===== config.mk =====
export PLATFORM = sky130hd
export DESIGN_NAME = serial_adder
export DESIGN_NICKNAME = d
export VERILOG_FILES = /design/src/rtl/serial_adder.sv
export SDC_FILE = /design/constraint.sdc
export NUM_CORES = 1
export LEC_CHECK = 0
export CAP_MARGIN = 30
export CORE_ASPECT_RATIO = 0.8
export CORE_UTILIZATION = 50
export CTS_CLUSTER_DIAMETER = 200
export CTS_CLUSTER_SIZE = 16
export DETAILED_ROUTE_END_ITERATION = 8
export PLACE_DENSITY = 0.8
export SYNTH_ARGS = -nofsm -noshare
export SYNTH_HDL_FRONTEND = slang
export SYNTH_SLANG_ARGS = --single-unit

===== constraint.sdc =====
create_clock -name clk -period 1.5 [get_ports clk]
set_clock_uncertainty 0.05 [all_clocks]
set_input_delay 0.15 -clock clk [delete_from_list [all_inputs] [get_ports clk]]
set_output_delay 0.15 -clock clk [all_outputs]
set_load 0.01 [all_outputs]

===== src/rtl/serial_adder.sv =====
// Bit-serial adder: adds two WIDTH-bit operands LSB-first, one bit per clock,
// using a full adder built from two half-adder stages and a registered carry.
//
// Ports:
//   clk        clock, all state changes on the rising edge
//   rst        synchronous active-high reset
//   in_valid   operands a, b, cin presented
//   in_ready   block can accept operands (idle)
//   a, b       WIDTH-bit operands
//   cin        carry-in
//   out_valid  result available on sum/cout
//   out_ready  consumer accepts the result
//   sum        low WIDTH bits of a + b + cin
//   cout       carry out of bit WIDTH-1
//   busy       operation in progress or waiting for hand-off
module serial_adder #(
  parameter int unsigned WIDTH = 8
) (
  input  logic             clk,
  input  logic             rst,
  input  logic             in_valid,
  output logic             in_ready,
  input  logic [WIDTH-1:0] a,
  input  logic [WIDTH-1:0] b,
  input  logic             cin,
  output logic             out_valid,
  input  logic             out_ready,
  output logic [WIDTH-1:0] sum,
  output logic             cout,
  output logic             busy
);

  localparam int unsigned CW = $clog2(WIDTH + 1);
  localparam logic [CW-1:0] LAST = CW'(WIDTH - 1);

  localparam logic [1:0] IDLE = 2'd0;
  localparam logic [1:0] RUN  = 2'd1;
  localparam logic [1:0] DONE = 2'd2;

  logic [1:0]       state_q, state_d;
  logic [WIDTH-1:0] a_sr_q, a_sr_d;
  logic [WIDTH-1:0] b_sr_q, b_sr_d;
  logic [WIDTH-1:0] res_q, res_d;
  logic [WIDTH-1:0] sum_q, sum_d;
  logic [WIDTH-1:0] res_shift;
  logic [CW-1:0]    cnt_q, cnt_d;
  logic             carry_q, carry_d;
  logic             cout_q, cout_d;
  logic             p, s, c_next;

  // Two half-adder stages: (a,b) -> p, then (p,carry) -> s.
  always_comb begin
    p      = a_sr_q[0] ^ b_sr_q[0];
    s      = p ^ carry_q;
    c_next = (a_sr_q[0] & b_sr_q[0]) | (carry_q & p);
  end

  // New sum bit enters at the top; after WIDTH shifts bit i sits at position i.
  if (WIDTH == 1) begin : g_shift_w1
    assign res_shift = s;
  end else begin : g_shift_wn
    assign res_shift = {s, res_q[WIDTH-1:1]};
  end

  always_comb begin
    state_d = state_q;
    a_sr_d  = a_sr_q;
    b_sr_d  = b_sr_q;
    res_d   = res_q;
    sum_d   = sum_q;
    cnt_d   = cnt_q;
    carry_d = carry_q;
    cout_d  = cout_q;
    case (state_q)
      IDLE: begin
        if (in_valid) begin
          a_sr_d  = a;
          b_sr_d  = b;
          carry_d = cin;
          cnt_d   = '0;
          state_d = RUN;
        end
      end
      RUN: begin
        a_sr_d  = a_sr_q >> 1;
        b_sr_d  = b_sr_q >> 1;
        carry_d = c_next;
        res_d   = res_shift;
        cnt_d   = cnt_q + 1'b1;
        if (cnt_q == LAST) begin
          sum_d   = res_shift;
          cout_d  = c_next;
          state_d = DONE;
        end
      end
      DONE: begin
        if (out_ready) state_d = IDLE;
      end
      default: state_d = IDLE;
    endcase
  end

  always_ff @(posedge clk) begin
    if (rst) begin
      state_q <= IDLE;
      a_sr_q  <= '0;
      b_sr_q  <= '0;
      res_q   <= '0;
      sum_q   <= '0;
      cnt_q   <= '0;
      carry_q <= 1'b0;
      cout_q  <= 1'b0;
    end else begin
      state_q <= state_d;
      a_sr_q  <= a_sr_d;
      b_sr_q  <= b_sr_d;
      res_q   <= res_d;
      sum_q   <= sum_d;
      cnt_q   <= cnt_d;
      carry_q <= carry_d;
      cout_q  <= cout_d;
    end
  end

  assign in_ready  = (state_q == IDLE);
  assign out_valid = (state_q == DONE);
  assign busy      = (state_q != IDLE);
  assign sum       = sum_q;
  assign cout      = cout_q;

endmodule


* After elaboration in Yosys (flattened, before gate mapping) *
Index checks and enable logic that the tools add are counted.

storage, ports and cells
  register bits = 40
  word-level logic and storage cells = 38

operators by class
  muxes and demuxes = 12
  $add $sub $neg = 1
  equal/unequal tests = 6
  reductions and logical operators = 6
  bitwise logic cells = 5

operators with widths
  operator               count
  $pmux W8 S2            2
  $mux W8                2
  $pmux W4 S2            1
  $mux W2                3
  $pmux W2 S3            1
  $add A4 B1 Y4 const B  1
  $eq A4 B3 Y1 const B   1
  $mux W4                1
  $ne A2 B2 Y1 const B   2
  $reduce_and A2 Y1      2
  $reduce_bool A2 Y1     2
  $reduce_and A3 Y1      1
  $and A1 B1 Y1          2
  $eq A2 B1 Y1 const B   1
  $eq A2 B2 Y1 const B   1
  $logic_not A2 Y1       1
  $ne A2 B1 Y1 const B   1
  $pmux W1 S2            1
  $xor A1 B1 Y1          2
  $mux W1                1
  $or A1 B1 Y1           1

* Logic depth before layout (Yosys ltp) *
Gate-level depths: netlist (run 1).

  depth in word-level cells = 4
  depth in mapped cells = 5
  depth with buffers taken out = 4

* Least setup slack after synthesis (run 1) *
Ideal clock, no wire load.

  path kind = register -> register
  start point = register cnt_q[0]
  end point = register cout_q (netlist: cout)
  library setup time = 71 ps
  arrival time = 1165 ps
  slack = 214 ps
  stages on the path, launching flop included = 6
  cell sequence = dfxtp_1 > ha_1 > and3b_1 > buf_2 > a21bo_2 > a21oi_1

on the way
  word-level cells in the longest chain between the ends = 2

RTL lines
  item                         line  text
  from (decl)                  46    logic [CW-1:0] cnt_q, cnt_d;
  from (signal assigned)       119   cnt_q <= cnt_d;
  $eq A4 B3 Y1                 90    if (cnt_q == LAST) begin
  $reduce_and A2 Y1 (no line)  -
  to (signal assigned)         121   cout_q <= cout_d;
  to (decl)                    48    logic cout_q, cout_d;

Every way passes these cells.
A chain may end at the register's enable or synchronous reset.

* Worst setup path in the final report (run 1) *
  start point = register cnt_q[0]
  end point = register sum_q[4] (netlist: sum[4])

on the way
  word-level cells in the longest chain between the ends = 2

RTL lines
  item                         line  text
  $eq A4 B3 Y1                 90
  $reduce_and A2 Y1 (no line)  -
  to (signal assigned)         118   sum_q <= sum_d;
  to (decl)                    44    logic [WIDTH-1:0] sum_q, sum_d;

Every way passes these cells.

==> run summary, run 1 <==
Detailed routing
- 90 — DRC marker count from the first detailed-route iteration
- 0 — antenna violation net count after detailed routing
- 13.88 um — average detailed-routed wire length per instance
- 5.665 — detail-routed via count per cell
- 0 — drc violations
- 4 — number of optimization iterations in the first detailed-route pass
- 3733 um — wire length reported by the detailed router
- 1524 — total via count after detailed routing

Logic synthesis
- 195 — post-synthesis cell count
- 27 — count of different cell masters after synthesis
- 39 — flip-flop and latch count after synthesis
- 45.92% — portion of synthesized cell area occupied by the leading cell type
- 1.913% — post-synthesis share of cell area spent on full adders, half adders and majority gates
- sky130_fd_sc_hd__dfxtp_1 — Synth area leader
- 0% — share of synthesized area spent on multiplexers
- 16.63% — Post-Synth Simple-Gate Area
- 0% — post-synthesis xor/xnor area fraction
- 218 — nets in the synthesized netlist
- 1700 um^2 — Netlist Area Pre-Place
- 28.84% — post-synthesis compound-gate area fraction
- sky130_fd_sc_hd__dfxtp_1 (46%), sky130_fd_sc_hd__a211oi_1 (7.5%), sky130_fd_sc_hd__nor2_1 (7.1%) — Synth area leaders
- 8.720 um^2 — Syn Area/Cell
- compound AO/OA/AOI/OAI gates — largest family of logic cells by synthesized area
- 45.92% — sequential-to-total area share from yosys stat
- 0 — total of warnings raised by yosys

Hold path
- 2 — worst hold stages
- res_q[2] — destination of the worst hold path
- res_q[3] — start point of the worst min-delay path
- register to register — class of the worst hold path

STA
- 0 — Final Hold Viols
- 708.6 MHz — maximum clock frequency
- 0.08869 ns — post-layout worst setup margin
- 69.92% — Worst slew margin
- 0.4507 ns — slew at the pin closest to its max-slew limit
- 0 — setup violation total in the final timing report
- 0 — number of max-slew violations in the final report
- no — RSZ-0062 raised after global routing
- 0 ns — aggregate negative setup slack
- 1.411 ns — min cycle time layout
- 0.4168 ns — smallest hold slack
- 94.09% — post-route fraction of the period consumed by the critical path

Global route
- 0 — antenna violations before repair
- 40 — maximum number of pins on one net before global-route repair
- 6134 um — first-pass GRT wire length
- 0 — remaining global-route overflow
- 1364 — via count of the first global-routing pass
- 23.13% — aggregate global-route resource usage

Setup path
- cnt_q[0] — reg2reg start
- sky130_fd_sc_hd__dfxtp_1 — standard cell with the maximum stage delay on the critical path
- 1 — Crit path buffers/inverters
- register — Critical Path Source Type
- register to register — Crit Path Category
- 1.66 ns — required time of the critical path
- register — Critical Path Sink Type
- sum[4] — r2r endpoint
- 0.35 ns — peak per-stage delay on the critical path
- 1.58 ns — arrival time at the worst endpoint
- 0.09 ns — setup slack of the most critical reg-to-reg path
- flip-flops — family with the most delay on the worst path
- 18 — CP max FO
- ha_2, and3b_2, buf_12, a21bo_2, a21oi_1 — chain of cells forming the critical path
- 5 — cell depth of the worst flop-to-flop path

Place
- 32 — Port Buffer Count
- 2100 um^2 — Post-Place Cell Area
- 0.01112 ns — Worst Setup Slack post-DPL
- 2530 um — HPWL reported at the end of detailed placement
- 0.7761 — global placer's final weighted congestion

Power and ir drop
- 0.8202 nW — static leakage
- 943.9 nW/um^2 — Cell Pwr Density
- 0.6510 mV — peak ir drop on the vdd network

Final layout
- 30.10% — area added between synthesis and finish
- 0 — final antenna diode count
- 70.16% — Layout Utilization
- 265 — number of filler instances in the final layout
- 819.5 um^2 — multi-input combinational cell area
- 251 — final-stage net count
- 785.8 um^2 — sequential cell area
- 14.85% — share of layout cells above drive strength 1
- 2212 um^2 — final standard cell area without fillers

Floorplanning
- 3153 um^2 — core footprint
- 18 — number of core rows
- 53.93% — effective utilization at floorplan
- 67.20 um — overall die width
- 54.16 um — floorplan die height
- 3640 um^2 — Total Die Area
- 33 — I/O pin cnt

Clock network
- 39 — clk sink count
- 5 — Inserted Clock Buffers
- 2 — Max Root-Sink Buffers
- built — clock tree from TritonCTS
- 0.08 ns — Clk pin slew, worst setup/hold paths
- sky130_fd_sc_hd__clkbuf_8 — Clk Tree Root Cell
- 2 — H-tree level count
- 0.29 ns — source-to-sink clock delay at the later pin of the worst-skew pair

Run
- 0 — MaxCap Viol Count

Status
- finished, final reports clean — result of the run

-- metrics by stage --
step,cells,power (mW)
after global placement,260,1.411
after global routing,269,2.186
after floorplan,195,1.304
final,269,2.088
after detailed placement,260,1.423
after CTS,268,2.094
-- how the worst max path moves through the flow --
stage,start,to,cells past startpoint
3_5_place_dp,in_valid,b_sr_q[6],5
3_3_place_gp,in_valid,b_sr_q[0],5
6_report,cnt_q[0],sum[4],5
5_1_grt,state_q[0],b_sr_q[4],4
4_1_cts,state_q[0],busy,3
2_1_floorplan,cnt_q[0],cout,5
-- placed cells by master (no fill, tap or decap), types with 2 or more instances in the layout --
master and instances:
sky130_fd_sc_hd__a32oi_1 2, sky130_fd_sc_hd__nand2_1 18, sky130_fd_sc_hd__clkdlybuf4s50_1 29, sky130_fd_sc_hd__buf_12 4, sky130_fd_sc_hd__a22oi_1 2, sky130_fd_sc_hd__nand2b_1 2
sky130_fd_sc_hd__inv_1 3, sky130_fd_sc_hd__nor2_1 31, sky130_fd_sc_hd__a21bo_2 9, sky130_fd_sc_hd__clkbuf_8 5, sky130_fd_sc_hd__dlygate4sd2_1 2, sky130_fd_sc_hd__o22ai_1 4
sky130_fd_sc_hd__dfxtp_1 37, sky130_fd_sc_hd__buf_4 7, sky130_fd_sc_hd__nand3_1 11, sky130_fd_sc_hd__a21oi_1 17, sky130_fd_sc_hd__a211oi_1 17, sky130_fd_sc_hd__clkinvlp_4 2
sky130_fd_sc_hd__o2bb2ai_1 11
-- worst reg2reg max path, stage by stage, from the launching register on --
cell and delay [ns]:
sky130_fd_sc_hd__dfxtp_1 0.35, sky130_fd_sc_hd__ha_2 0.21, sky130_fd_sc_hd__and3b_2 0.23, sky130_fd_sc_hd__buf_12 0.15, sky130_fd_sc_hd__a21bo_2 0.21, sky130_fd_sc_hd__a21oi_1 0.14
-- cells by family (layout without fill, tap and decap cells) --
family | after synthesis | in the layout
and+or+nand+nor | 67 | 67
DFF | 39 | 39
buffers and inverters | 21 | 55
adders and majority gates | 2 | 2
AOI/OAI and AO/OA | 66 | 66
-- timing repair --
action | CTS | global route
gates cloned | 0 | 0
hold buffers | 0 | 0
endpoints found under the hold margin | 0 | 0
setup buffers | 0 | 1
gates resized for setup | 7 | 4
endpoints found under the setup margin | 3 | 14
-- power breakdown --
| part | total, mW | switching (mW) | internal (mW) |
|---|---|---|---|
| combinational | 0.287 | 0.140 | 0.147 |
| sequential | 1.12 | 0.0349 | 1.08 |
| clock | 0.682 | 0.358 | 0.325 |
| total | 2.09 | 0.532 | 1.56 |
-- final cells by class --
type | count | share of cell area [%]
Timing Repair Buffer | 43 | 20.48
Clock buffer | 6 | 3.281
Inverter | 4 | 0.8484
Tap cell | 40 | 2.262
Multi-Input combinational cell | 135 | 37.05
Clock inverter | 2 | 0.5656
Sequential cell | 39 | 35.52
-- synth_stat cells --
master                      number
sky130_fd_sc_hd__o2bb2ai_1      11
sky130_fd_sc_hd__clkbuf_2        1
sky130_fd_sc_hd__buf_6           2
sky130_fd_sc_hd__a32oi_1         2
sky130_fd_sc_hd__o32a_1          1
sky130_fd_sc_hd__buf_4           4
sky130_fd_sc_hd__a22oi_1         2
sky130_fd_sc_hd__dfxtp_1        39
sky130_fd_sc_hd__ha_1            1
sky130_fd_sc_hd__o22ai_1         4
sky130_fd_sc_hd__nand3_1        11
sky130_fd_sc_hd__o21bai_1        1
sky130_fd_sc_hd__fa_1            1
sky130_fd_sc_hd__nand2b_1        2
sky130_fd_sc_hd__a31oi_1         1
sky130_fd_sc_hd__a21bo_2         9
sky130_fd_sc_hd__nor2_1         32
sky130_fd_sc_hd__and3b_1         1
sky130_fd_sc_hd__or3_1           1
sky130_fd_sc_hd__nor2b_1         2
sky130_fd_sc_hd__clkbuf_1        7
sky130_fd_sc_hd__inv_1           4
sky130_fd_sc_hd__o21ba_1         1
sky130_fd_sc_hd__a211oi_1       17
sky130_fd_sc_hd__buf_2           3
sky130_fd_sc_hd__nand2_1        18
sky130_fd_sc_hd__a21oi_1        17
-- registers in the layout, summed over array words and instances (netlist names) --
register,cells
res_q,7
b_sr_q,8
a_sr_q,8
cout,1
state_q,2
cnt_q,4
sum,8
carry_q,1
-- metal layers --
metal	up-vias	global-route usage, %	wire (um)
met1	720	28.92	1695
met5	-	0	0
met2	40	38.83	1806
met3	9	5.085	175
li1	755	-	-
met4	0	9.220	55
Note: power is estimated with default switching activity, not from simulation.
==> run 2: changes to the inputs <==
==> constraint.sdc (replaced) <==
create_clock -name clk -period 1.4 [get_ports clk]
set_clock_uncertainty 0.05 [all_clocks]
set_input_delay 0.14 -clock clk [delete_from_list [all_inputs] [get_ports clk]]
set_output_delay 0.14 -clock clk [all_outputs]
set_load 0.01 [all_outputs]
==> run 2 against run 1 <==
  * Sequential cell count did not move
  * Clock-buffer cell count unchanged
  * Final area grew 4.6%
  * Critical path type is now register to output port
  * Sequential share of layout area down 1.3 points
==> run summary, run 2 (synthesized netlist as in run 1, its figures left out) <==
STA
- 0.5019 ns — slew at the pin closest to its max-slew limit, was 0.4507 ns
- no — RSZ-0062 raised after global routing, unchanged
- 1.356 ns — min cycle time layout
- 0 — Final Hold Viols, unchanged
- 0.4172 ns — smallest hold slack, was 0.4168 ns
- 0 — number of max-slew violations in the final report, unchanged
- 0.04369 ns — post-layout worst setup margin, was 0.08869 ns
- 0 — setup violation total in the final timing report, unchanged
- 96.88% — post-route fraction of the period consumed by the critical path
- 737.3 MHz — maximum clock frequency
- 66.50% — Worst slew margin, was 69.92%

Setup path
- 1.17 ns — arrival time at the worst endpoint, was 1.58 ns
- register to output port — Crit Path Category, was register to register
- clkdlybuf4s50_1 — chain of cells forming the critical path, was ha_2, and3b_2, buf_12, a21bo_2, a21oi_1
- 1.21 ns — required time of the critical path, was 1.66 ns
- sky130_fd_sc_hd__clkdlybuf4s50_1 — standard cell with the maximum stage delay on the critical path, was sky130_fd_sc_hd__dfxtp_1
- 0.54 ns — peak per-stage delay on the critical path, was 0.35 ns
- 2 — CP max FO, was 18
- register — Critical Path Source Type, unchanged
- output port — Critical Path Sink Type, was register
- buffers and inverters — family with the most delay on the worst path, was flip-flops
- 1 — Crit path buffers/inverters, unchanged

Detailed routing
- 14.21 um — average detailed-routed wire length per instance, was 13.88 um
- 5.547 — detail-routed via count per cell, was 5.665
- 4 — number of optimization iterations in the first detailed-route pass, unchanged
- met4 — Highest Signal Layer, unchanged
- 3922 um — wire length reported by the detailed router, was 3733 um
- 0 — drc violations, unchanged
- 0 — antenna violation net count after detailed routing, unchanged
- 80 — DRC marker count from the first detailed-route iteration, was 90
- 190 um — met3 WL, was 175 um
- 1900 um — Met2 Routed Length, was 1806 um
- 1531 — total via count after detailed routing, was 1524
- 1777 um — met1 routed wirelength after detailed routing, was 1695 um

Global route
- 24.10% — aggregate global-route resource usage, was 23.13%
- 6423 um — first-pass GRT wire length, was 6134 um
- 0 — antenna violations before repair, unchanged
- 0 — remaining global-route overflow, unchanged
- 1453 — via count of the first global-routing pass, was 1364
- 40 — maximum number of pins on one net before global-route repair, unchanged

Final layout
- 276 — number of standard cells in the final layout excluding fillers, was 269
- sky130_fd_sc_hd__dfxtp_1 — commonest non-fill, non-tap cell in the layout, unchanged
- 73.37% — Layout Utilization, was 70.16%
- 21.61% — share of layout cells above drive strength 1, was 14.85%
- 0 — final antenna diode count, unchanged
- 36.06% — area added between synthesis and finish, was 30.10%
- sky130_fd_sc_hd__dfxtp_1 (35), sky130_fd_sc_hd__nor2_1 (31), sky130_fd_sc_hd__clkdlybuf4s50_1 (27), sky130_fd_sc_hd__nand2_1 (18), sky130_fd_sc_hd__a211oi_1 (15) — top library cells by usage in the layout, fill and taps aside, was sky130_fd_sc_hd__dfxtp_1 (37), sky130_fd_sc_hd__nor2_1 (31), sky130_fd_sc_hd__clkdlybuf4s50_1 (29), sky130_fd_sc_hd__nand2_1 (18)
- 258 — final-stage net count, was 251

Hold path
- input pin to register — class of the worst hold path, was register to register

Clock network
- 2 — Max Root-Sink Buffers, unchanged
- 0 — # hold bufs at CTS, unchanged
- 5 — Inserted Clock Buffers, unchanged
- 2 — H-tree level count, unchanged
- built — clock tree from TritonCTS, unchanged
- sky130_fd_sc_hd__clkbuf_8 — Clk Tree Root Cell, unchanged
- 0.08 ns — Clk pin slew, worst setup/hold paths, about the same
- 0.30 ns — source-to-sink clock delay at the later pin of the worst-skew pair, was 0.29 ns
- 39 — clk sink count, unchanged

Place
- 266 — dpl cells, was 260
- 32 — Port Buffer Count, unchanged
- 0.8746 — global placer's final weighted congestion, was 0.7761
- 2591 um — HPWL reported at the end of detailed placement, was 2530 um
- -0.06289 ns — Worst Setup Slack post-DPL, was 0.01112 ns

Floorplanning
- 18 — number of core rows, unchanged
- 3153 um^2 — core footprint, unchanged
- 54.16 um — floorplan die height, unchanged
- 33 — I/O pin cnt, unchanged
- 67.20 um — overall die width, unchanged
- 3640 um^2 — Total Die Area, unchanged
- 53.93% — effective utilization at floorplan, unchanged

Status
- finished, final reports clean — result of the run, unchanged

Run
- 0 — MaxCap Viol Count, unchanged

Power and ir drop
- 988.0 nW/um^2 — Cell Pwr Density, was 943.9 nW/um^2
- 0.8800 nW — static leakage, was 0.8202 nW
- 2.286 mW — total design power, was 2.088 mW
- 0.5598 mV — peak ir drop on the vdd network, was 0.6510 mV

## run 2: layout make-up
| cell class | instances | area (um^2) |
|---|---|---|
| multi-input combinational | 135 | 858.3 |
| fill | 225 | 839.6 |
| sequential | 39 | 790.8 |
| timing repair buffer | 49 | 503.0 |
| clock buffer | 6 | 72.57 |
| tap | 40 | 50.05 |
| inverter | 4 | 18.77 |
| clock inverter | 2 | 12.51 |
| timing repair inverter | 1 | 7.507 |
## run 2: final timing paths
kind	startpoint	end	slack [ns]	cells after the start
min	out_ready	state_q[1]	0.42	4
max	sum[3]	sum[3]	0.04	1
min reg2reg	res_q[1]	res_q[1]	0.42	2
max reg2reg	cnt_q[0]	sum[7]	0.05	5
## run 2: metal layers
metal	global-route usage [%]	vias up
li1	-	772
met1	29.88	708
met2	40.00	44
met3	6.144	7
met4	9.929	0
met5	0	-
## run 2: stage by stage
stage	setup TNS, ns	area, um^2
after floorplan	0	1700
after global placement	0	2145
after detailed placement	-0.3172	2145
after CTS	0	2257
after global routing	0	2313
final	0	2313
## run 2: where the power goes
part	switching [mW]	internal (mW)
Combinational	0.160	0.174
Clock	0.405	0.348
Sequential	0.0386	1.16
## run 2: what timing repair did
action | 4_1_cts | 5_1_grt
buffers inserted | 1 | 0
cloned | 0 | 1
endpoints found under the setup margin | 12 | 23
gates resized for setup | 13 | 14
hold endpoints to repair | 0 | 0
==> run 3: changes to the inputs <==
--- a/config.mk
+++ b/config.mk
@@ -6,12 +6,15 @@
 export NUM_CORES = 1
 export LEC_CHECK = 0
 export CAP_MARGIN = 30
+export CELL_PAD_IN_SITES_DETAIL_PLACEMENT = 0
+export CELL_PAD_IN_SITES_GLOBAL_PLACEMENT = 2
 export CORE_ASPECT_RATIO = 0.8
-export CORE_UTILIZATION = 50
+export CORE_UTILIZATION = 30
 export CTS_CLUSTER_DIAMETER = 200
 export CTS_CLUSTER_SIZE = 16
 export DETAILED_ROUTE_END_ITERATION = 8
-export PLACE_DENSITY = 0.8
+export MAX_ROUTING_LAYER = met4
+export PLACE_DENSITY = 0.81
 export SYNTH_ARGS = -nofsm -noshare
 export SYNTH_HDL_FRONTEND = slang
 export SYNTH_SLANG_ARGS = --single-unit
==> run 3 against run 2 <==
  * Via count decreased by 3.3%
  * Final area increased by 0.22%
  * Die area increased by 64%
==> run summary, run 3 (synthesized netlist as in run 1, its figures left out) <==
Final layout
- sky130_fd_sc_hd__dfxtp_1 (35), sky130_fd_sc_hd__nor2_1 (31), sky130_fd_sc_hd__clkdlybuf4s50_1 (28), sky130_fd_sc_hd__nand2_1 (18), sky130_fd_sc_hd__a211oi_1 (17) — top library cells by usage in the layout, fill and taps aside, was sky130_fd_sc_hd__dfxtp_1 (35), sky130_fd_sc_hd__nor2_1 (31), sky130_fd_sc_hd__clkdlybuf4s50_1 (27), sky130_fd_sc_hd__nand2_1 (18), sky130_fd_sc_hd__a211oi_1 (15)
- 259 — final-stage net count, was 258
- 20.34% — share of layout cells above drive strength 1, was 21.61%
- 2318 um^2 — final standard cell area without fillers, was 2313 um^2
- 600 — number of filler instances in the final layout, was 225
- 36.35% — area added between synthesis and finish, was 36.06%
- sky130_fd_sc_hd__dfxtp_1 — commonest non-fill, non-tap cell in the layout, unchanged
- 314 — number of standard cells in the final layout excluding fillers, was 276
- 0 — final antenna diode count, unchanged

Clock network
- 0.30 ns — source-to-sink clock delay at the later pin of the worst-skew pair, about the same
- 0 — post-CTS setup repair buffer count, was 1
- built — clock tree from TritonCTS, unchanged
- 0 — # hold bufs at CTS, unchanged
- 0.08 ns — Clk pin slew, worst setup/hold paths, about the same
- 2 — H-tree level count, unchanged
- 5 — Inserted Clock Buffers, unchanged
- 2 — Max Root-Sink Buffers, unchanged
- 39 — clk sink count, unchanged
- sky130_fd_sc_hd__clkbuf_8 — Clk Tree Root Cell, unchanged

Place
- 2195 um^2 — Post-Place Cell Area, was 2145 um^2
- 2549 um — HPWL reported at the end of detailed placement, was 2591 um
- 306 — dpl cells, was 266
- -0.03834 ns — Worst Setup Slack post-DPL, was -0.06289 ns
- 32 — Port Buffer Count, unchanged
- 0.7295 — global placer's final weighted congestion, was 0.8746

STA
- 80.85% — Worst slew margin, was 66.50%
- 0 ns — aggregate negative setup slack, unchanged
- 0 — number of max-slew violations in the final report, unchanged
- 0 — setup violation total in the final timing report, unchanged
- 0.05491 ns — post-layout worst setup margin, was 0.04369 ns
- 0 — Final Hold Viols, unchanged
- 743.4 MHz — maximum clock frequency, was 737.3 MHz
- no — RSZ-0062 raised after global routing, unchanged
- 1.345 ns — min cycle time layout, was 1.356 ns
- 96.08% — post-route fraction of the period consumed by the critical path, was 96.88%
- 0.2858 ns — slew at the pin closest to its max-slew limit, was 0.5019 ns

Detailed routing
- 12.38 um — average detailed-routed wire length per instance, was 14.21 um
- 1481 — total via count after detailed routing, was 1531
- 0 — drc violations, unchanged
- 0 — antenna violation net count after detailed routing, unchanged
- 72 — DRC marker count from the first detailed-route iteration, was 80
- 3887 um — wire length reported by the detailed router, was 3922 um
- 4 — number of optimization iterations in the first detailed-route pass, unchanged
- 4.717 — detail-routed via count per cell, was 5.547

Setup path
- register — Critical Path Source Type, unchanged
- output port — Critical Path Sink Type, unchanged
- 0.53 ns — peak per-stage delay on the critical path, was 0.54 ns
- 1.16 ns — arrival time at the worst endpoint, was 1.17 ns
- buffers and inverters — family with the most delay on the worst path, unchanged
- 1 — Crit path buffers/inverters, unchanged
- cout — Critical Path Start, was sum[3]
- sky130_fd_sc_hd__clkdlybuf4s50_1 — standard cell with the maximum stage delay on the critical path, unchanged
- clkdlybuf4s50_1 — chain of cells forming the critical path, unchanged
- register to output port — Crit Path Category, unchanged
- 2 — CP max FO, unchanged
- 1.21 ns — required time of the critical path, about the same
- cnt_q[0] — reg2reg start, unchanged

Floorplanning
- 69.34 um — floorplan die height, was 54.16 um
- 86.17 um — overall die width, was 67.20 um
- 24 — number of core rows, was 18
- 31.11% — effective utilization at floorplan, was 53.93%
- 5465 um^2 — core footprint, was 3153 um^2
- 5975 um^2 — Total Die Area, was 3640 um^2
- 33 — I/O pin cnt, unchanged

Hold path
- res_q[1] — start point of the worst min-delay path, was out_ready
- register to register — class of the worst hold path, was input pin to register

Global route
- 1397 — via count of the first global-routing pass, was 1453
- 0 — remaining global-route overflow, unchanged
- 40 — maximum number of pins on one net before global-route repair, unchanged
- 6582 um — first-pass GRT wire length, was 6423 um
- 0 — antenna violations before repair, unchanged
- 14.69% — aggregate global-route resource usage, was 24.10%

Run
- 0 — MaxCap Viol Count, unchanged

Power and ir drop
- 2.289 mW — total design power, was 2.286 mW
- 0.8627 nW — static leakage, was 0.8800 nW
- 0.3551 mV — peak ir drop on the vdd network, was 0.5598 mV
- 987.4 nW/um^2 — Cell Pwr Density, was 988.0 nW/um^2

Status
- finished, final reports clean — result of the run, unchanged

[run 3: cell types whose count changed in the layout (fill, tap and decap cells not counted), moves of 2 or more]
cell / delta
sky130_fd_sc_hd__a211oi_1: +2
sky130_fd_sc_hd__a211oi_2: -2
sky130_fd_sc_hd__buf_4: +3
sky130_fd_sc_hd__clkinvlp_4: -2
[run 3: per-layer routing]
layer	vias to the layer above	routed length, um	GRT usage (%)
met4	0	72	6.481
met5	-	0	-
met1	682	2027	19.41
met2	23	1616	19.93
li1	771	-	-
met3	5	171	5.357
[run 3: path summary, 6_finish.rpt]
kind,end,slack [ns],depth (start not counted)
min reg2reg,res_q[1],0.41,2
max reg2reg,sum[1],0.07,5
max,cout,0.05,1
min,res_q[1],0.41,2
[run 3: worst register-to-register path, cell delays in order, from the launching register on]
cell	delay [ns]
sky130_fd_sc_hd__dfxtp_2	0.33
sky130_fd_sc_hd__ha_2	0.18
sky130_fd_sc_hd__and3b_2	0.22
sky130_fd_sc_hd__buf_12	0.15
sky130_fd_sc_hd__a21bo_2	0.22
sky130_fd_sc_hd__a21oi_2	0.12
[run 3: per-stage QoR]
stage / hold slack (ns) / util, %
final: 0.4071 / 42.42
after floorplan: 0.2622 / -
after detailed placement: 0.4037 / 40.16
after CTS: 0.4063 / 41.90
after global placement: 0.3966 / 40.16
after global routing: 0.4408 / 42.42
[run 3: layout make-up]
class	instances	area, um^2	share of cell area [%]
tap	78	97.59	4.209
clock buffer	6	82.58	3.562
timing repair inverter	1	5.005	0.2159
timing repair buffer	50	491.7	21.21
sequential	39	788.3	34.00
multi-input combinational	135	829.5	35.78
clock inverter	1	5.005	0.2159
inverter	4	18.77	0.8095
[run 3: power breakdown]
part / switching [mW] / internal [mW]
Sequential: 0.0344 / 1.16
Clock: 0.392 / 0.386
Combinational: 0.152 / 0.163
[run 3: timing repair]
item | 4_1_cts | 5_1_grt
gates resized for setup | 8 | 9
endpoints found under the setup margin | 12 | 12
gates cloned | 0 | 1
